===== config.mk =====
export PLATFORM = sky130hd
export DESIGN_NAME = coef_loader
export DESIGN_NICKNAME = d
export VERILOG_FILES = /design/src/rtl/coef_loader.sv
export SDC_FILE = /design/constraint.sdc
export NUM_CORES = 1
export LEC_CHECK = 0
export ABC_AREA = 1
export BUFFER_PORTS_ARGS = -buffer_cell sky130_fd_sc_hd__buf_2
export CAP_MARGIN = 25
export CORE_AREA = 8 8 278 280
export DETAILED_ROUTE_END_ITERATION = 16
export DIE_AREA = 0 0 286 288
export PLACE_DENSITY = 0.49
export SYNTH_ARGS = -nofsm -noshare
export SYNTH_HDL_FRONTEND = slang
export SYNTH_SLANG_ARGS = --single-unit

===== constraint.sdc =====
create_clock -name clk -period 1.6 [get_ports clk]
set_input_delay 0.08 -clock clk [delete_from_list [all_inputs] [get_ports clk]]
set_output_delay 0.08 -clock clk [all_outputs]
set_load 0.03 [all_outputs]

===== src/rtl/coef_loader.sv =====
// coef_loader -- coefficient loader for the FIR equalizer.
//
// Accepts a serial burst of signed coefficient words over a valid/ready
// handshake, assembles them in a shadow bank and copies the shadow bank to
// the active bank (`coef`) only on a sample boundary, so the filter never
// sees a half-updated tap set.
//
// Optional build macro:
//   COEF_SYM_EN  symmetric (linear-phase) load: (NTAP+1)/2 words per burst,
//                word i fills tap i and its mirror tap NTAP-1-i.
//                Undefined: NTAP words per burst, word i fills tap i.
//
// Ports:
//   clk, rst_n       clock (rising edge), asynchronous active-low reset
//   cin_valid/ready  coefficient word handshake
//   cin_data         signed coefficient word (W bits)
//   cin_last         last word of a load burst
//   sample_tick      one-cycle pulse at each filter sample boundary
//   coef[NTAP]       active coefficient bank (registered)
//   busy             high whenever a burst is in progress or pending
//   done             one-cycle pulse after the shadow bank is committed
//   err              one-cycle pulse on a malformed burst
module coef_loader #(
    parameter int NTAP = 15,
    parameter int W    = 16
) (
    input  logic         clk,
    input  logic         rst_n,
    input  logic         cin_valid,
    input  logic [W-1:0] cin_data,
    input  logic         cin_last,
    output logic         cin_ready,
    input  logic         sample_tick,
    output logic [W-1:0] coef [NTAP],
    output logic         busy,
    output logic         done,
    output logic         err
);

`ifdef COEF_SYM_EN
    localparam int NLOAD = (NTAP + 1) / 2;
    localparam bit SYM   = 1'b1;
`else
    localparam int NLOAD = NTAP;
    localparam bit SYM   = 1'b0;
`endif

    // idx must be able to hold any tap number for the mirror compare
    localparam int            IW       = $clog2(NTAP + 1);
    localparam logic [IW-1:0] LAST_IDX = IW'(NLOAD - 1);

    typedef enum logic [1:0] {IDLE, LOAD, DRAIN, PEND} state_t;

    state_t          state, state_nxt;
    logic [IW-1:0]   idx, idx_nxt;
    logic [W-1:0]    shadow [NTAP];
    logic [NTAP-1:0] shd_we;
    logic            beat;
    logic            commit;
    logic            err_nxt;

    assign beat = cin_valid && cin_ready;

    // idx is zero whenever the FSM sits in IDLE (every path into IDLE
    // clears it), so IDLE and LOAD share the same beat handling.
    always_comb begin
        state_nxt = state;
        idx_nxt   = idx;
        err_nxt   = 1'b0;
        commit    = 1'b0;
        shd_we    = '0;
        case (state)
            IDLE, LOAD: begin
                if (beat) begin
                    for (int i = 0; i < NTAP; i++) begin
                        if (idx == IW'(i) || (SYM && idx == IW'(NTAP - 1 - i)))
                            shd_we[i] = 1'b1;
                    end
                    if (idx == LAST_IDX) begin
                        idx_nxt = '0;
                        if (cin_last) begin
                            state_nxt = PEND;
                        end else begin
                            // too long: flag once, swallow the rest quietly
                            err_nxt   = 1'b1;
                            state_nxt = DRAIN;
                        end
                    end else if (cin_last) begin
                        // too short: drop it; the partial shadow is never
                        // committed and the next good burst rewrites all taps
                        err_nxt   = 1'b1;
                        idx_nxt   = '0;
                        state_nxt = IDLE;
                    end else begin
                        idx_nxt   = idx + 1'b1;
                        state_nxt = LOAD;
                    end
                end
            end
            DRAIN: begin
                if (beat && cin_last)
                    state_nxt = IDLE;
            end
            PEND: begin
                if (sample_tick) begin
                    commit    = 1'b1;
                    state_nxt = IDLE;
                end
            end
            default: state_nxt = IDLE;
        endcase
    end

    always_ff @(posedge clk or negedge rst_n) begin
        if (!rst_n) begin
            state     <= IDLE;
            idx       <= '0;
            err       <= 1'b0;
            done      <= 1'b0;
            busy      <= 1'b0;
            cin_ready <= 1'b1;
        end else begin
            state     <= state_nxt;
            idx       <= idx_nxt;
            err       <= err_nxt;
            done      <= commit;
            // status flags are registered from the next state so they line
            // up with the state register without any output decode logic
            busy      <= (state_nxt != IDLE);
            cin_ready <= (state_nxt != PEND);
        end
    end

    always_ff @(posedge clk or negedge rst_n) begin
        if (!rst_n) begin
            for (int i = 0; i < NTAP; i++) begin
                shadow[i] <= '0;
                coef[i]   <= '0;
            end
        end else begin
            for (int i = 0; i < NTAP; i++) begin
                if (shd_we[i])
                    shadow[i] <= cin_data;
                if (commit)
                    coef[i] <= shadow[i];
            end
        end
    end

endmodule


# After elaboration in Yosys (flattened, before gate mapping)
# Index checks and enable logic that the tools add are counted.
# word_totals
ff_bits	490
input_bits	21
out_inout_bits	244
word_cells	95
# op_classes
n_addsub	1
eq_ne	18
mux	33
reduce_logical	7
# ops
operator	n
$mux 15	2
$eq 4x4->1 const B	7
$mux 1	24
$eq 4x3->1 const B	4
$eq 4x2->1 const B	2
$mux 2	4
$mux 4	2
$pmux 2 s3	1
$add 4x1->4 const B	1
$eq 2x2->1 const B	2
$eq 4x1->1 const B	1
$logic_not 4->1	1
$eq 2x1->1 const B	1
$logic_and 1x1->1	2
$logic_not 2->1	1
$ne 2x2->1 const B	1
$reduce_and 2->1	1
$reduce_bool 2->1	1
$reduce_or 2->1	1

# Logic depth before layout (Yosys ltp)
# Gate-level depths: netlist (run 1).
# depth
depth_word	5
depth_mapped	8
depth_no_buf	8

# Worst setup path before layout (run 1)
# Ideal clock, no wire load.
# synth_path
kind	flip-flop to flip-flop
from	register cin_ready
to	register shadow[187] (netlist name)
setup_ns	0.135
arrival_time_ns	1.504
setup_slack_ns	-0.040
path_stages_with_launch	9
n_path_buf	1
synth_period_minus_slack_ns	1.640
path_cell_list	dfstp_2 -> nand2_1 -> nor2_4 -> nand2_1 -> inv_2 -> nand2_1 -> clkbuf_1 -> nand2_1 -> o21ai_0
# synth_between
elab_chain_cells	3
# synth_rtl
item	line_no	rtl
from (decl)	32	output logic cin_ready,
from (signal assigned)	130	cin_ready <= (state_nxt != PEND);
$logic_and 1x1->1	62	assign beat = cin_valid && cin_ready;
$mux 15	74	if (beat) begin
$mux 15	72	case (state)
to (signal, indexed assignment)	143	shadow[i] <= cin_data;
to (decl)	56	logic [W-1:0] shadow [NTAP];
# Every way passes these cells.
# A chain may end at the register's enable or synchronous reset.

# Final worst setup path (run 1)
# layout_path
from	register cin_ready
to	register shadow[55] (netlist name)
# The elaborated chain is that of the path after synthesis.

==> impl_metrics.yaml, run 1 <==
cells_and_area:
  multi_input_comb_area_sq_um: 5182
  final_util: 0.3172
  fillerInstances: 7702
  synthToLayoutAreaGrowth_pct: 28.12
  layoutNonFillerInstCount: 3187
  regArea_sq_um: 12260
  final_area_sq_um: 23030
  drive_above_1_share: 0.2031
  nets: 2208
timing:
  slew_violations: 0
  setup_viol: 0
  max_freq_mhz: 641.7
  period_share: 0.9740
  period_minus_slack_ns: 1.558
  holdWs_ns: 0.04735
  worst_slew_pin_slew_ns: 0.5177
  relSlewSlack: 0.6549
  fin_ws_ns: 0.04158
  finClkSkew_ns: 0.02369
  hold_violations: 0
  grt_setup_unrepaired: "true"
  fin_tns_setup_ns: 0
place:
  place_ws_ns: -0.02119
  dp_hpwl_mm: 37.02
  portBuffers: 264
  dp.cells: 3070
  dpl_cell_area_sq_um: 20900
  finalWeightedCongestion: 0.7534
worst_hold_path:
  hp-class: "in -> reg"
logic_synthesis:
  ys_seq_area_frac: 0.6823
  synth_nets: 1916
  synth_seq_cells: 490
  ys_top_cells_by_count: "976 x nand2_1, 489 x dfrtp_1, 140 x o21ai_1"
  synth_ff_type: "dfrtp_1"
  synth_area_sq_um: 17970
  synth_most_common_cell: "nand2_1"
  ys_warn_count: 0
  avgSynthCellArea_sq_um: 9.505
  yosysTopAreaCell: "dfrtp_1"
  synth_area_leaders: "dfrtp_1 68%, nand2_1 20%, o21ai_1 3.9%"
  postSynthCellCount: 1891
  yosysTopAreaCellShare: 0.6808
  synth_async_sr_flop_share: 1.000
  ys_types: 19
  synth_edf_count: 0
floorplanning:
  dieWidth_um: 286
  rows: 99
  die_area_sq_um: 82370
  fp.dieH_um: 288
  ios: 265
  initial_core_util: 0.2476
  core_region_area_sq_um: 72590
clock_network:
  htree_levels: 2
  clk-insertion-delay-late_ns: 0.60
  cts.sinks: 490
  cts_tree: "built"
  clock_path_buffers: 3
  path_clk_slew_ns: 0.06
  cts_root_buf: "clkbuf_16"
  cts_buffers: 54
power_and_ir_drop:
  vdd_ir_drop_max_mv: 0.6663
  power_density_nw_per_um2: 1332
  p_leak_nw: 12.60
  power_mw: 30.66
routing:
  via_count: 13830
  drc_errors: 0
  drt-initial-drc-count: 1251
  dr.pass1.iters: 6
  wirelength_mm: 58.77
  routed_via_density: 4.339
  wl_per_cell_um: 18.44
  postRouteAntennaNets: 0
job:
  maxCapViolations: 0
global_route:
  grt_pass1_vias: 13910
  grt_util_all_layers: 0.1363
  grt_max_degree: 129
  gr-total-overflow: 0
  grt_pass1_wl_mm: 86.83
  antenna_found_initial: 8
worst_setup_path:
  worst_setup_path_end_kind: "register"
  critPathRequiredTime_ns: 2.06
  cp.arrival_ns: 2.02
  critPathMaxFanout: 32
  critical_path_class: "reg -> reg"
  critPathLaunchType: "register"
run_status:
  status: "complete, no violations"
==> layout make-up <==
class	count	share of cell area
Sequential cell	490	0.5325
Multi-Input combinational cell	1258	0.2251
Timing Repair Buffer	351	0.1060
Clock buffer	77	0.06765
Tap cell	959	0.05211
Clock inverter	22	0.01163
Inverter	28	0.004782
Antenna cell	2	0.0002173
==> flip-flops by register name, indices dropped and copies added, names as in the netlist <==
register and count:
idx 4, done 1, err 1, cin_ready 1
state 2, coef 240, busy 1, shadow 240
==> path summary, 6_finish.rpt <==
check                      cells past startpoint   startpoint           to  slack, ns
setup reg to reg                               8    cin_ready   shadow[55]       0.04
hold / removal                                 4  cin_data[7]  shadow[231]       0.05
setup / recovery                               8    cin_ready   shadow[55]       0.04
hold reg to reg                                2     coef[11]     coef[11]       0.46
min in group asynchronous                      3        rst_n     coef[25]       0.56
max in group asynchronous                      4        rst_n  shadow[154]       0.29
==> placed cells by master (no fill, tap or decap), types with 6 or more instances in the layout <==
cell type | synthesis | layout
buf_12 | 0 | 27
buf_2 | 52 | 263
buf_4 | 1 | 44
clkbuf_1 | 61 | 11
clkbuf_16 | 0 | 58
clkbuf_8 | 0 | 12
clkinv_2 | 0 | 12
dfrtp_1 | 489 | 489
dlygate4sd3_1 | 0 | 10
inv_1 | 24 | 24
nand2_1 | 976 | 969
nand2_2 | 0 | 6
nand3_1 | 17 | 13
nor2_1 | 12 | 11
o21ai_0 | 104 | 92
o21ai_1 | 140 | 152
==> per-layer routing <==
layer,track usage,up-vias,routed length (um)
met5,0,-,0
met4,0.03211,0,959
met3,0.03437,73,4359
met2,0.2109,421,26360
met1,0.1907,6834,27090
li1,-,6500,-
==> critical path, stage by stage, from the launching register on <==
cell     delay [ns]
dfstp_2        0.55
nand2_4        0.06
nor2_4         0.16
nand2_1        0.11
inv_2          0.11
nand2_1        0.09
buf_12         0.18
nand2_1        0.07
o21ai_0        0.08
==> cells by family after synthesis <==
kind of cell | synth area share
AND/OR/NAND/NOR | 0.2133
flip-flops | 0.6823
AO/OA/AOI/OAI | 0.06794
buffers and inverters | 0.03369
adder cells (fa/ha/maj) | 0.002785
==> report_power, final <==
| group | switching [mW] | total (mW) | internal (mW) |
|---|---|---|---|
| Sequential | 1.01 | 15.2 | 14.2 |
| Clock | 5.21 | 12.7 | 7.46 |
| Combinational | 1.74 | 2.81 | 1.07 |
| Total | 7.97 | 30.7 | 22.7 |
==> what timing repair did <==
item                                    4_1_cts  5_1_grt
gates cloned                                  0        4
resized for setup                             1       31
endpoints found under the setup margin       10      203
endpoints found under the hold margin       513        0
pin swaps                                     1        1
hold buffers                                 11        0
buffers inserted                              0        2
Note: power is estimated with default switching activity, not from simulation.
==> run 2: changes to the inputs <==
- clock period: 1.6 -> 2 ns (I/O delays scaled with it)
==> run 2 against run 1 <==
Final cell count shrank 0.60%; largest cell class unchanged; setup slack gained 0.19 ns; critical path type unchanged; highest routed layer unchanged; maximum frequency shrank 12%; global-route usage grew 0.11 points.
==> impl_metrics.yaml, run 2 (synthesis gave the netlist of run 1 again) <==
run_status:
  status: "complete, no violations"
worst_setup_path:
  critPathLaunchType: "register"
  path_cells: "nand2_1, nor2_4, buf_4, nand3_1, buf_4, nand2_1, o21ai_1"
  path_buf_inv: 2
  cpPeakStageDelay_ns: 0.52
  critPathTopFamily: "simple AND/OR/NAND/NOR gates"
  r2r_start: "cin_ready"
  critPathRequiredTime_ns: 2.46
  cp.arrival_ns: 2.22
  critical_path_class: "reg -> reg"
  worst_setup_path_end_kind: "register"
  critPathLaunch: "cin_ready"
  crit_slowest_cell: "dfstp_2"
  critPathMaxFanout: 32
routing:
  drc_errors: 0
  dr.pass1.iters: 5
  wirelength_mm: 57.14
  wl_per_cell_um: 18.04
  postRouteAntennaNets: 0
  drt-initial-drc-count: 937
  via_count: 13580
  routed_via_density: 4.285
clock_network:
  path_clk_slew_ns: 0.06
  htree_levels: 2
  clock_path_buffers: 3
  cts_buffers: 55
  cts_root_buf: "clkbuf_16"
  cts_setup_buffers: 0
  clk-insertion-delay-late_ns: 0.61
  cts.sinks: 490
  cts_hold_buf: 10
  cts_tree: "built"
  post_cts_resized: 0
floorplanning:
  core_region_area_sq_um: 72590
  initial_core_util: 0.2476
  dieWidth_um: 286
  die_area_sq_um: 82370
  ios: 265
  fp.dieH_um: 288
  rows: 99
global_route:
  antenna_found_initial: 2
  grt_max_degree: 98
  grt_util_all_layers: 0.1374
  grt_pass1_wl_mm: 87.62
  grt_pass1_vias: 13890
  gr-total-overflow: 0
power_and_ir_drop:
  p_leak_nw: 12.42
  power_density_nw_per_um2: 1094
  power_mw: 24.83
  vdd_ir_drop_max_mv: 0.5659
timing:
  fin_tns_setup_ns: 0
  max_freq_mhz: 566.3
  worst_slew_pin_slew_ns: 0.6929
  setup_viol: 0
  period_minus_slack_ns: 1.766
  finClkSkew_ns: 0.02983
  slew_violations: 0
  holdWs_ns: 0.04773
  hold_violations: 0
  period_share: 0.8829
  grt_setup_unrepaired: "false"
  relSlewSlack: 0.5376
place:
  dp_hpwl_mm: 37.70
  finalWeightedCongestion: 0.7309
  portBuffers: 264
cells_and_area:
  top_regs: "coef x240, shadow x240, idx x4"
  layout_commonest_cell: "nand2_1"
  fillerInstances: 7680
  drive_above_1_share: 0.1925
  nets: 2189
  final_cell_mix: "976 x nand2_1, 489 x dfrtp_1, 263 x buf_2"
  synthToLayoutAreaGrowth_pct: 26.33
worst_hold_path:
  holdCritStartpoint: "cin_data[0]"
  hp-class: "in -> reg"
job:
  maxCapViolations: 0
run 2: changes by cell type in the layout (fill, tap and decap cells not counted), sizes merged:
cell,before,now
clkbuf,81,77
clkinvlp,0,2
diode,2,1
buf,337,321
run 2: worst paths after layout:
check / to / slack (ns) / cells past startpoint
worst min register to register: coef[228] / 0.46 / 2
worst max-delay path: shadow[83] / 0.23 / 7
worst max register to register: shadow[83] / 0.23 / 7
min in group asynchronous: shadow[52] / 0.50 / 3
max in group asynchronous: shadow[38] / 0.28 / 4
worst min-delay path: shadow[48] / 0.05 / 4
run 2: power breakdown:
group / leakage [nW] / total (mW) / internal (mW) / switching, mW
registers: 6.64 / 12.2 / 11.3 / 0.839
clock network: 0.949 / 10.5 / 6.24 / 4.29
logic: 4.83 / 2.14 / 0.804 / 1.33
total: 12.4 / 24.8 / 18.4 / 6.46
run 2: cell type report:
type                            instances  area, sq um  area share
Sequential cell                       490        12260      0.5401
Clock inverter                         24        287.8     0.01267
Multi-Input combinational cell       1258         5115      0.2253
Inverter                               28        110.1    0.004849
Clock buffer                           77         1630     0.07180
Antenna cell                            1        2.502   0.0001102
Timing Repair Buffer                  331         2097     0.09236
Tap cell                              959         1200     0.05285
run 2: layer usage:
metal,global-route usage,wire (um),vias up
li1,-,-,6469
met2,0.2143,25510,352
met1,0.1964,27640,6690
met4,0.03021,1058,0
met3,0.02712,2932,65
met5,0,0,-
run 2: metrics by stage:
step,worst slack [ns],area (sq um),instances,util
floorplan,0.3603,17970,1891,-
global placement,0.2348,20680,3056,0.2850
detailed placement,0.2301,20680,3056,0.2850
CTS,0.2104,22700,3167,0.3128
global route,0.07790,22700,3167,0.3128
finish,0.2341,22710,3168,0.3128
run 2: tightest hold or removal path, cell delays in order:
cell and delay [ns]:
buf_2 0.08, inv_1 0.04, buf_4 0.23, o21ai_1 0.16
==> run 3: changes to the inputs <==
==> constraint.sdc (replaced) <==
create_clock -name clk -period 2 [get_ports clk]
set_input_delay 0.4 -clock clk [delete_from_list [all_inputs] [get_ports clk]]
set_output_delay 0.4 -clock clk [all_outputs]
set_load 0.03 [all_outputs]
==> run 3 against run 2 <==
Via count is essentially flat; clock skew shrank 0.0041 ns; die area is the same; clock-buffer cell count grew 4; combinational power is essentially flat; final area grew 0.12%; sequential power is essentially flat; flip-flop and latch count is the same; setup slack gained 0.0097 ns.
==> impl_metrics.yaml, run 3 (synthesis gave the netlist of run 1 again) <==
floorplanning:
  initial_core_util: 0.2476
  core_region_area_sq_um: 72590
  ios: 265
  rows: 99
  fp.dieH_um: 288
  die_area_sq_um: 82370
  dieWidth_um: 286
clock_network:
  clock_path_buffers: 3
  cts_buffers: 55
  htree_levels: 2
  cts_setup_buffers: 0
  cts.sinks: 490
  path_clk_slew_ns: 0.05
  cts_hold_buf: 1
  cts_tree: "built"
  post_cts_resized: 0
  clk-insertion-delay-late_ns: 0.61
  cts_root_buf: "clkbuf_16"
worst_setup_path:
  cp.arrival_ns: 1.36
  crit_slowest_cell: "dfstp_2"
  critical_path_class: "reg -> out"
  worst_setup_path_end_kind: "primary output"
  critPathRequiredTime_ns: 1.60
  critPathTopFamily: "flip-flops"
  path_buf_inv: 1
  r2r_start: "cin_ready"
  r2r_slack_ns: 0.27
  cpPeakStageDelay_ns: 0.53
  ff2ff_path_depth: 7
  r2r_end: "shadow[193]"
  critPathLaunchType: "register"
  path_cells: "buf_2"
  critPathMaxFanout: 2
timing:
  holdWs_ns: 0.1665
  grt_setup_unrepaired: "false"
  setup_viol: 0
  worst_slew_pin_slew_ns: 0.6570
  period_minus_slack_ns: 1.756
  relSlewSlack: 0.5620
  finClkSkew_ns: 0.02573
  hold_violations: 0
  max_freq_mhz: 569.4
  period_share: 0.8781
  slew_violations: 0
  fin_tns_setup_ns: 0
global_route:
  grt_pass1_wl_mm: 87.02
  antenna_found_initial: 6
  grt_util_all_layers: 0.1367
  grt_pass1_vias: 13720
  gr-total-overflow: 0
  grt_max_degree: 117
routing:
  wirelength_mm: 57.60
  drt-initial-drc-count: 970
  wl_per_cell_um: 18.14
  dr.pass1.iters: 5
  routed_via_density: 4.274
  postRouteAntennaNets: 0
  drc_errors: 0
  via_count: 13570
cells_and_area:
  fillerInstances: 7633
  synthToLayoutAreaGrowth_pct: 26.48
  top_regs: "coef x240, shadow x240, idx x4"
  nets: 2195
  drive_above_1_share: 0.1981
  antenna_cells: 0
  layout_commonest_cell: "nand2_1"
  final_cell_mix: "976 x nand2_1, 489 x dfrtp_1, 263 x buf_2"
  layoutNonFillerInstCount: 3175
  regArea_sq_um: 12260
  multi_input_comb_area_sq_um: 5115
power_and_ir_drop:
  intPower_mw: 18.53
  switchingPower_mw: 6.428
  vdd_ir_drop_max_mv: 0.6718
  pwr-share-comb: 0.086
  p_clk_frac: 0.427
  pwr-share-seq: 0.487
  p_sw_frac: 0.2576
  power_density_nw_per_um2: 1098
  power_mw: 24.96
  p_leak_nw: 12.44
place:
  portBuffers: 264
  finalWeightedCongestion: 0.7444
  dp.cells: 3071
  dp_hpwl_mm: 37.95
worst_hold_path:
  hp-class: "in -> reg"
  hold_end: "err"
  holdCritStartpoint: "cin_last"
  min_path_cells: 4
job:
  maxCapViolations: 0
run_status:
  status: "complete, no violations"
[run 3: changes by cell type in the layout (fill, tap and decap cells not counted), sizes merged]
| cell | delta |
|---|---|
| buf | +15 |
| bufinv | +1 |
| clkbuf | +4 |
| clkinv | -2 |
| clkinvlp | +3 |
| diode | -1 |
| dlygate4sd3 | -9 |
| inv | -4 |
[run 3: final cells by class]
class | instances | share of cell area
well taps | 959 | 0.05278
clock buffers | 81 | 0.07282
multi-input cells | 1258 | 0.2250
clock inverters | 22 | 0.01299
flip-flops and latches | 490 | 0.5394
repair buffers | 337 | 0.09213
inverters | 28 | 0.004843
[run 3: worst max path at each step]
stage                 from           to  cells past startpoint
2_1_floorplan    cin_ready  shadow[187]                      8
3_5_place_dp   sample_tick    coef[140]                      7
5_1_grt          cin_ready   shadow[32]                      7
4_1_cts          cin_ready    cin_ready                      1
6_report         cin_ready    cin_ready                      1
3_3_place_gp   sample_tick    coef[142]                      7
[run 3: tightest hold or removal path, stage by stage]
cell,delay [ns]
buf_2,0.10
nand4_1,0.07
nand3_1,0.09
nor2_1,0.05
[run 3: metrics by stage]
| step | utilization | cell area [sq um] | worst slack [ns] |
|---|---|---|---|
| after CTS | 0.3132 | 22730 | 0.1734 |
| after detailed placement | 0.2862 | 20770 | 0.2236 |
| after floorplan | - | 17970 | 0.3603 |
| after global placement | 0.2862 | 20770 | 0.2271 |
| final | 0.3132 | 22730 | 0.2438 |
| after global routing | 0.3132 | 22730 | 0.1110 |
[run 3: power groups by stage]
stage / clock, mW / combinational, mW / sequential (mW)
floorplan: 0 / 1.25 / 12.2
global placement: 0 / 2.12 / 12.3
detailed placement: 0 / 2.20 / 12.3
CTS: 11.0 / 2.21 / 12.1
global route: 11.4 / 2.51 / 12.3
finish: 10.7 / 2.15 / 12.2
[run 3: metal layers]
metal | GRT usage | vias up | routed length [um]
met5 | 0 | - | 0
met3 | 0.03185 | 73 | 4033
met4 | 0.03034 | 0 | 1115
li1 | - | 6491 | -
met1 | 0.1903 | 6616 | 26640
met2 | 0.2152 | 391 | 25810
